File: src/rtl/axi_read_arbiter.sv
// Round-robin arbiter sharing one AXI4-Lite read channel among NUM_REQ requesters,
// one single-beat read in flight. Define ARB_TIMEOUT_EN to add the R-phase watchdog and FLUSH state.
module axi_read_arbiter #(
    parameter int NUM_REQ            = 4,
    parameter int C_M_AXI_ADDR_WIDTH = 32,
    parameter int C_M_AXI_DATA_WIDTH = 32,
    parameter int TIMEOUT_CYCLES     = 256
) (
    input  logic                                  M_AXI_ACLK,
    input  logic                                  M_AXI_ARESET,
    input  logic [NUM_REQ-1:0]                    req_valid,
    input  logic [NUM_REQ*C_M_AXI_ADDR_WIDTH-1:0] req_addr,
    output logic [NUM_REQ-1:0]                    req_ready,
    output logic [NUM_REQ-1:0]                    rsp_valid,
    input  logic [NUM_REQ-1:0]                    rsp_ready,
    output logic [C_M_AXI_DATA_WIDTH-1:0]         rsp_data,
    output logic [1:0]                            rsp_resp,
    output logic                                  M_AXI_ARVALID,
    output logic [C_M_AXI_ADDR_WIDTH-1:0]         M_AXI_ARADDR,
    input  logic                                  M_AXI_ARREADY,
    input  logic                                  M_AXI_RVALID,
    input  logic [C_M_AXI_DATA_WIDTH-1:0]         M_AXI_RDATA,
    input  logic [1:0]                            M_AXI_RRESP,
    output logic                                  M_AXI_RREADY,
    output logic                                  timeout_err
);

    localparam int AW = C_M_AXI_ADDR_WIDTH;
    localparam int DW = C_M_AXI_DATA_WIDTH;
    localparam int IW = $clog2(NUM_REQ);

`ifdef ARB_TIMEOUT_EN
    typedef enum logic [2:0] {IDLE, ADDR, DATA, RESP, FLUSH} state_t;
    localparam int CW = $clog2(TIMEOUT_CYCLES + 1);
`else
    typedef enum logic [1:0] {IDLE, ADDR, DATA, RESP} state_t;
`endif

    state_t             state_reg, state_next;
    // The latched winner doubles as last_grant for the next rotation.
    logic [IW-1:0]      grant_reg, grant_next;
    logic [NUM_REQ-1:0] req_ready_reg, req_ready_next;
    logic [NUM_REQ-1:0] rsp_valid_reg, rsp_valid_next;
    logic [DW-1:0]      rsp_data_reg, rsp_data_next;
    logic [1:0]         rsp_resp_reg, rsp_resp_next;
    logic               arvalid_reg, arvalid_next;
    logic [AW-1:0]      araddr_reg, araddr_next;
    logic               rready_reg, rready_next;
`ifdef ARB_TIMEOUT_EN
    logic [CW-1:0]      cnt_reg, cnt_next;
    logic               timed_out_reg, timed_out_next;
    logic               timeout_err_reg, timeout_err_next;
`endif

    logic [AW-1:0]      req_addr_arr [NUM_REQ];
    logic               rr_found;
    logic [IW-1:0]      rr_winner;
    logic [IW-1:0]      rr_cand;

    genvar gi;
    generate
        for (gi = 0; gi < NUM_REQ; gi++) begin : g_addr
            assign req_addr_arr[gi] = req_addr[gi*AW +: AW];
        end
    endgenerate

    // First requesting index after the previous winner, wrapping around.
    always_comb begin
        rr_found  = 1'b0;
        rr_winner = grant_reg;
        rr_cand   = '0;
        for (int k = 1; k <= NUM_REQ; k++) begin
            rr_cand = IW'((int'(grant_reg) + k) % NUM_REQ);
            if (!rr_found && req_valid[rr_cand]) begin
                rr_found  = 1'b1;
                rr_winner = rr_cand;
            end
        end
    end

    always_comb begin
        state_next     = state_reg;
        grant_next     = grant_reg;
        req_ready_next = '0;
        rsp_valid_next = rsp_valid_reg;
        rsp_data_next  = rsp_data_reg;
        rsp_resp_next  = rsp_resp_reg;
        arvalid_next   = arvalid_reg;
        araddr_next    = araddr_reg;
        rready_next    = rready_reg;
`ifdef ARB_TIMEOUT_EN
        cnt_next         = cnt_reg;
        timed_out_next   = timed_out_reg;
        timeout_err_next = timeout_err_reg;
`endif
        case (state_reg)
            IDLE: begin
                if (rr_found) begin
                    grant_next                = rr_winner;
                    araddr_next               = req_addr_arr[rr_winner];
                    arvalid_next              = 1'b1;
                    req_ready_next[rr_winner] = 1'b1;
                    state_next                = ADDR;
                end
            end
            ADDR: begin
                if (M_AXI_ARREADY) begin
                    arvalid_next = 1'b0;
                    rready_next  = 1'b1;
                    state_next   = DATA;
`ifdef ARB_TIMEOUT_EN
                    cnt_next     = '0;
`endif
                end
            end
            DATA: begin
                if (M_AXI_RVALID && rready_reg) begin
                    rsp_data_next             = M_AXI_RDATA;
                    rsp_resp_next             = M_AXI_RRESP;
                    rready_next               = 1'b0;
                    rsp_valid_next[grant_reg] = 1'b1;
                    state_next                = RESP;
                end
`ifdef ARB_TIMEOUT_EN
                else if (cnt_reg == CW'(TIMEOUT_CYCLES - 1)) begin
                    // Abandon the beat with a synthesized SLVERR; FLUSH absorbs it later.
                    rsp_data_next             = '0;
                    rsp_resp_next             = 2'b10;
                    rready_next               = 1'b0;
                    rsp_valid_next[grant_reg] = 1'b1;
                    timed_out_next            = 1'b1;
                    timeout_err_next          = 1'b1;
                    state_next                = RESP;
                end else begin
                    cnt_next = cnt_reg + CW'(1);
                end
`endif
            end
            RESP: begin
                if (rsp_ready[grant_reg]) begin
                    rsp_valid_next = '0;
`ifdef ARB_TIMEOUT_EN
                    if (timed_out_reg) begin
                        timed_out_next = 1'b0;
                        rready_next    = 1'b1;
                        state_next     = FLUSH;
                    end else begin
                        state_next = IDLE;
                    end
`else
                    state_next = IDLE;
`endif
                end
            end
`ifdef ARB_TIMEOUT_EN
            FLUSH: begin
                if (M_AXI_RVALID && rready_reg) begin
                    rready_next = 1'b0;
                    state_next  = IDLE;
                end
            end
`endif
            default: state_next = IDLE;
        endcase
    end

    always_ff @(posedge M_AXI_ACLK or posedge M_AXI_ARESET) begin
        if (M_AXI_ARESET) begin
            state_reg     <= IDLE;
            grant_reg     <= IW'(NUM_REQ - 1);
            req_ready_reg <= '0;
            rsp_valid_reg <= '0;
            rsp_data_reg  <= '0;
            rsp_resp_reg  <= '0;
            arvalid_reg   <= 1'b0;
            araddr_reg    <= '0;
            rready_reg    <= 1'b0;
`ifdef ARB_TIMEOUT_EN
            cnt_reg         <= '0;
            timed_out_reg   <= 1'b0;
            timeout_err_reg <= 1'b0;
`endif
        end else begin
            state_reg     <= state_next;
            grant_reg     <= grant_next;
            req_ready_reg <= req_ready_next;
            rsp_valid_reg <= rsp_valid_next;
            rsp_data_reg  <= rsp_data_next;
            rsp_resp_reg  <= rsp_resp_next;
            arvalid_reg   <= arvalid_next;
            araddr_reg    <= araddr_next;
            rready_reg    <= rready_next;
`ifdef ARB_TIMEOUT_EN
            cnt_reg         <= cnt_next;
            timed_out_reg   <= timed_out_next;
            timeout_err_reg <= timeout_err_next;
`endif
        end
    end

    assign req_ready     = req_ready_reg;
    assign rsp_valid     = rsp_valid_reg;
    assign rsp_data      = rsp_data_reg;
    assign rsp_resp      = rsp_resp_reg;
    assign M_AXI_ARVALID = arvalid_reg;
    assign M_AXI_ARADDR  = araddr_reg;
    assign M_AXI_RREADY  = rready_reg;
`ifdef ARB_TIMEOUT_EN
    assign timeout_err   = timeout_err_reg;
`else
    assign timeout_err   = 1'b0;
`endif

endmodule
File: config.mk
export PLATFORM = sky130hd
export DESIGN_NAME = axi_read_arbiter
export DESIGN_NICKNAME = d
export VERILOG_FILES = /design/src/rtl/axi_read_arbiter.sv
export SDC_FILE = /design/constraint.sdc
export NUM_CORES = 1
export LEC_CHECK = 0
export ABC_AREA = 0
export CAP_MARGIN = 5
export CORE_MARGIN = 2
export CORE_UTILIZATION = 34
export CTS_BUF_LIST = sky130_fd_sc_hd__clkbuf_16
export DETAILED_ROUTE_END_ITERATION = 10
export GPL_TIMING_DRIVEN = 1
export PLACE_DENSITY = 0.77
export SLEW_MARGIN = 25
export SYNTH_ARGS = -nofsm -noshare
export SYNTH_HDL_FRONTEND = slang
export SYNTH_SLANG_ARGS = --single-unit
export TNS_END_PERCENT = 100
File: constraint.sdc
create_clock -name M_AXI_ACLK -period 2.9 [get_ports M_AXI_ACLK]
set_clock_uncertainty 0.15 [all_clocks]
set_input_delay 0.29 -clock M_AXI_ACLK [delete_from_list [all_inputs] [get_ports M_AXI_ACLK]]
set_output_delay 0.29 -clock M_AXI_ACLK [all_outputs]
set_load 0.005 [all_outputs]
==> results.txt <==
----------------------------------------------------
[Status]
  Status ... finished clean

[Finish]
  P&R area growth vs syn ... 74.7%
  Non-filler cells in the finished layout ... 762
  Net count, final ... 791
  Ratio of cells with drive above 1 in the final layout ... 14.5%

[Die]
  Core region area ... 12000 sq um
  Initial core utilization ... 34.8%
  Horiz. Die Dim ... 115 microns
  Number of top-level pins ... 251
  Total die area ... 13100 sq um
  Vertical die dimension ... 115 microns
  Rows ... 40

[Routing]
  Total Routed Length ... 13900 microns
  Detailed-route vias per instance ... 5.06
  Metal2 WL ... 6930 microns
  Met3 routed WL ... 1430 microns
  Detailed-route wire length per cell ... 18.3 microns
  Detailed Route Iter0 Violations ... 184
  First-pass iteration count of the detailed router ... 4
  Remaining routing DRC violations ... 0
  Highest metal layer used by the detailed router ... met4
  Met1 routed wirelength after detailed routing ... 5190 microns
  Antenna Nets Post-Route ... 0
  Count of vias placed by the detailed router ... 3858

[STA]
  Shortest period the worst path allows ... 2780 ps
  Achievable clock frequency ... 359 MHz
  Final setup viols ... 0
  Headroom to the max-slew limit ... 50.9%
  Transition time of the tightest slew-check pin ... 736 ps
  Worst hold margin ... 235 ps
  Setup total negative slack ... 0 ps
  Final count of pins violating max slew ... 0
  Period utilisation layout ... 96.0%
  Final hold violation count ... 0
  RSZ-0062 raised after global routing ... yes

[Critical path]
  Critical path capture point type ... flip-flop
  Critical Path Max Stage Delay ... 560 ps
  Reg-to-Reg Start ... grant_reg[0]
  Crit path top cell by count ... buf_12
  Worst path cell trace ... inv_1 -> ha_4 -> mux4_2 -> nor2b_1 -> or2_4 -> xnor2_4 -> buf_12 -> buf_12 -> mux2i_2 -> o221ai_1
  Origin of the worst setup path ... grant_reg[0]
  Worst path bufs/invs ... 3
  Largest driver fanout on the critical path ... 15
  Critical path startpoint category ... flip-flop
  Standard cell with the maximum stage delay on the critical path ... dfstp_2
  Critical path's top delay family ... flip-flops
  Startpoint-to-endpoint class of the critical path ... flip-flop to flip-flop
  Arrival time of the worst setup path ... 2830 ps
  Required arrival time at the worst endpoint ... 2940 ps

[Synthesis]
  Area fraction of the dominant cell type after synthesis ... 46.9%
  Syn Std Cell Area ... 4160 sq um
  Instance count of the mapped netlist ... 345
  Share of the yosys chip area belonging to registers ... 48.2%
  Syn Nets ... 527
  Avg Synthesized Cell Area ... 12.1 sq um
  Post-synth ARST share ... 100%
  Flip-flop cell with the highest count after synthesis ... dfrtp_1
  Synth area leader ... dfrtp_1
  Count of flip-flops with a built-in enable after synthesis ... 0
  Number of synthesized register bits ... 80
  Leading post-synthesis cells by cell area ... dfrtp_1 (47%), mux2i_1 (16%), mux2_2 (9.5%)
  Most numerous cell in the Yosys netlist ... dfrtp_1
  Most instantiated cells after synthesis ... dfrtp_1 (78), mux2i_1 (65), nand2_1 (41)
  Distinct cell type count after synthesis ... 36
  Total of warnings raised by yosys ... 0

[Global route]
  Overflow left after global routing ... 0
  Antenna violations before repair ... 0
  Number of global-route vias before repair ... 4065
  Aggregate global-route resource usage ... 20.9%
  Maximum number of pins on one net before global-route repair ... 43
  Global-route wire length before repair ... 21100 microns

[Clock tree]
  Post-CTS Hold Buffers ... 0
  Number of levels in the clock H-tree ... 3
  Clock root cell ... clkbuf_16
  CTS tree ... done
  Clock slew at the register clock pins of the worst setup and hold paths ... 60 ps
  Sinks on Clock Net ... 80
  Number of buffers on the longest clock path ... 2
  Num CTS Buffers ... 9
  Clock latency reported for the late side of the worst-skew pair ... 330 ps

[Hold path]
  Worst min path class ... input port to asynchronous set/reset pin

[Placed design]
  Final weighted congestion in routability-driven placement ... 0.888
  HPWL after detailed placement ... 10700 microns
  # port buffers ... 249
  Cell total after placement ... 738

[Pwr]
  Pwr per Cell Area ... 1140 nW/um^2
  Reported leakage power ... 0.00315 uW
  Total power consumption of the routed design ... 8300 uW
  Highest ir drop seen on vdd ... 0.596 mV

[Job]
  Count of max-cap constraint violations ... 0

----------------------------------------------------
-- worst paths after layout --
check,slack (ps),to,cells after the start
max,120,M_AXI_ARADDR[25],10
min,230,rsp_data[4],2
max reg2reg,120,M_AXI_ARADDR[25],10
min reg2reg,340,M_AXI_ARADDR[8],2
max in group asynchronous,1690,rsp_data[1],3
min in group M_AXI_ACLK,340,M_AXI_ARADDR[8],2
-- layout by cell type, fill, tap and decap left out, drive strengths merged, types with 3 or more instances in the layout --
cell type,count
clkdlybuf4s50,249
dfrtp,78
mux2i,65
nand2,41
mux2,35
o221ai,32
buf,27
nor2,12
clkbuf,9
inv,9
ha,8
a21oi,7
o21ai,7
mux4,4
clkinv,4
nor2b,3
clkinvlp,3
-- layout make-up --
cell class / instances / area (sq um)
Sequential cell: 80 / 2000
Antenna cell: 1 / 2.50
Inverter: 9 / 35.0
Fill cell: 1015 / 4700
Clock buffer: 9 / 225
Multi-Input combinational cell: 233 / 1980
Tap cell: 147 / 184
Clock inverter: 7 / 40.0
Timing Repair Buffer: 276 / 2800
-- worst register-to-register path, cell delays in order (launching register included) --
cell and delay (ps):
dfstp_2 560, inv_1 90, ha_4 290, mux4_2 270, nor2b_1 140, or2_4 270, xnor2_4 150, buf_12 170
buf_12 170, mux2i_2 240, o221ai_1 140
-- per-stage QoR --
stage / setup WS (ps) / util [%] / instance area (sq um)
floorplan: 16.5 / - / 4170
global placement: 97.8 / 58.0 / 6940
detailed placement: 37.1 / 58.0 / 6940
CTS: 29.9 / 60.2 / 7200
global route: -25.0 / 60.7 / 7260
finish: 115 / 60.7 / 7260
-- kinds of logic after synthesis --
logic type / count (synthesis) / share of synthesized area [%]
adders and majority gates: 8 / 2.41
DFF: 80 / 48.2
AOI/OAI and AO/OA: 53 / 9.78
other: 1 / 0.0902
xor gates and xnor gates: 2 / 0.873
buffers and inverters: 32 / 4.72
and+or+nand+nor: 65 / 6.62
muxes: 104 / 27.3
-- per-layer routing --
layer / GRT usage, % / vias to the layer above
li1: - / 1794
met1: 23.0 / 1853
met2: 36.1 / 188
met3: 8.47 / 23
met4: 7.80 / 0
met5: 0 / -
-- report_power, final --
part | internal (uW) | switching (uW)
Clock | 570 | 448
Combinational | 3160 | 2140
Sequential | 1690 | 297
Total | 5420 | 2880
-- what timing repair did --
item	4_1_cts	5_1_grt
resized for setup	0	1
setup endpoints to repair	0	25
buffers inserted	0	7
No activity file was read; power rests on OpenSTA's default activity.
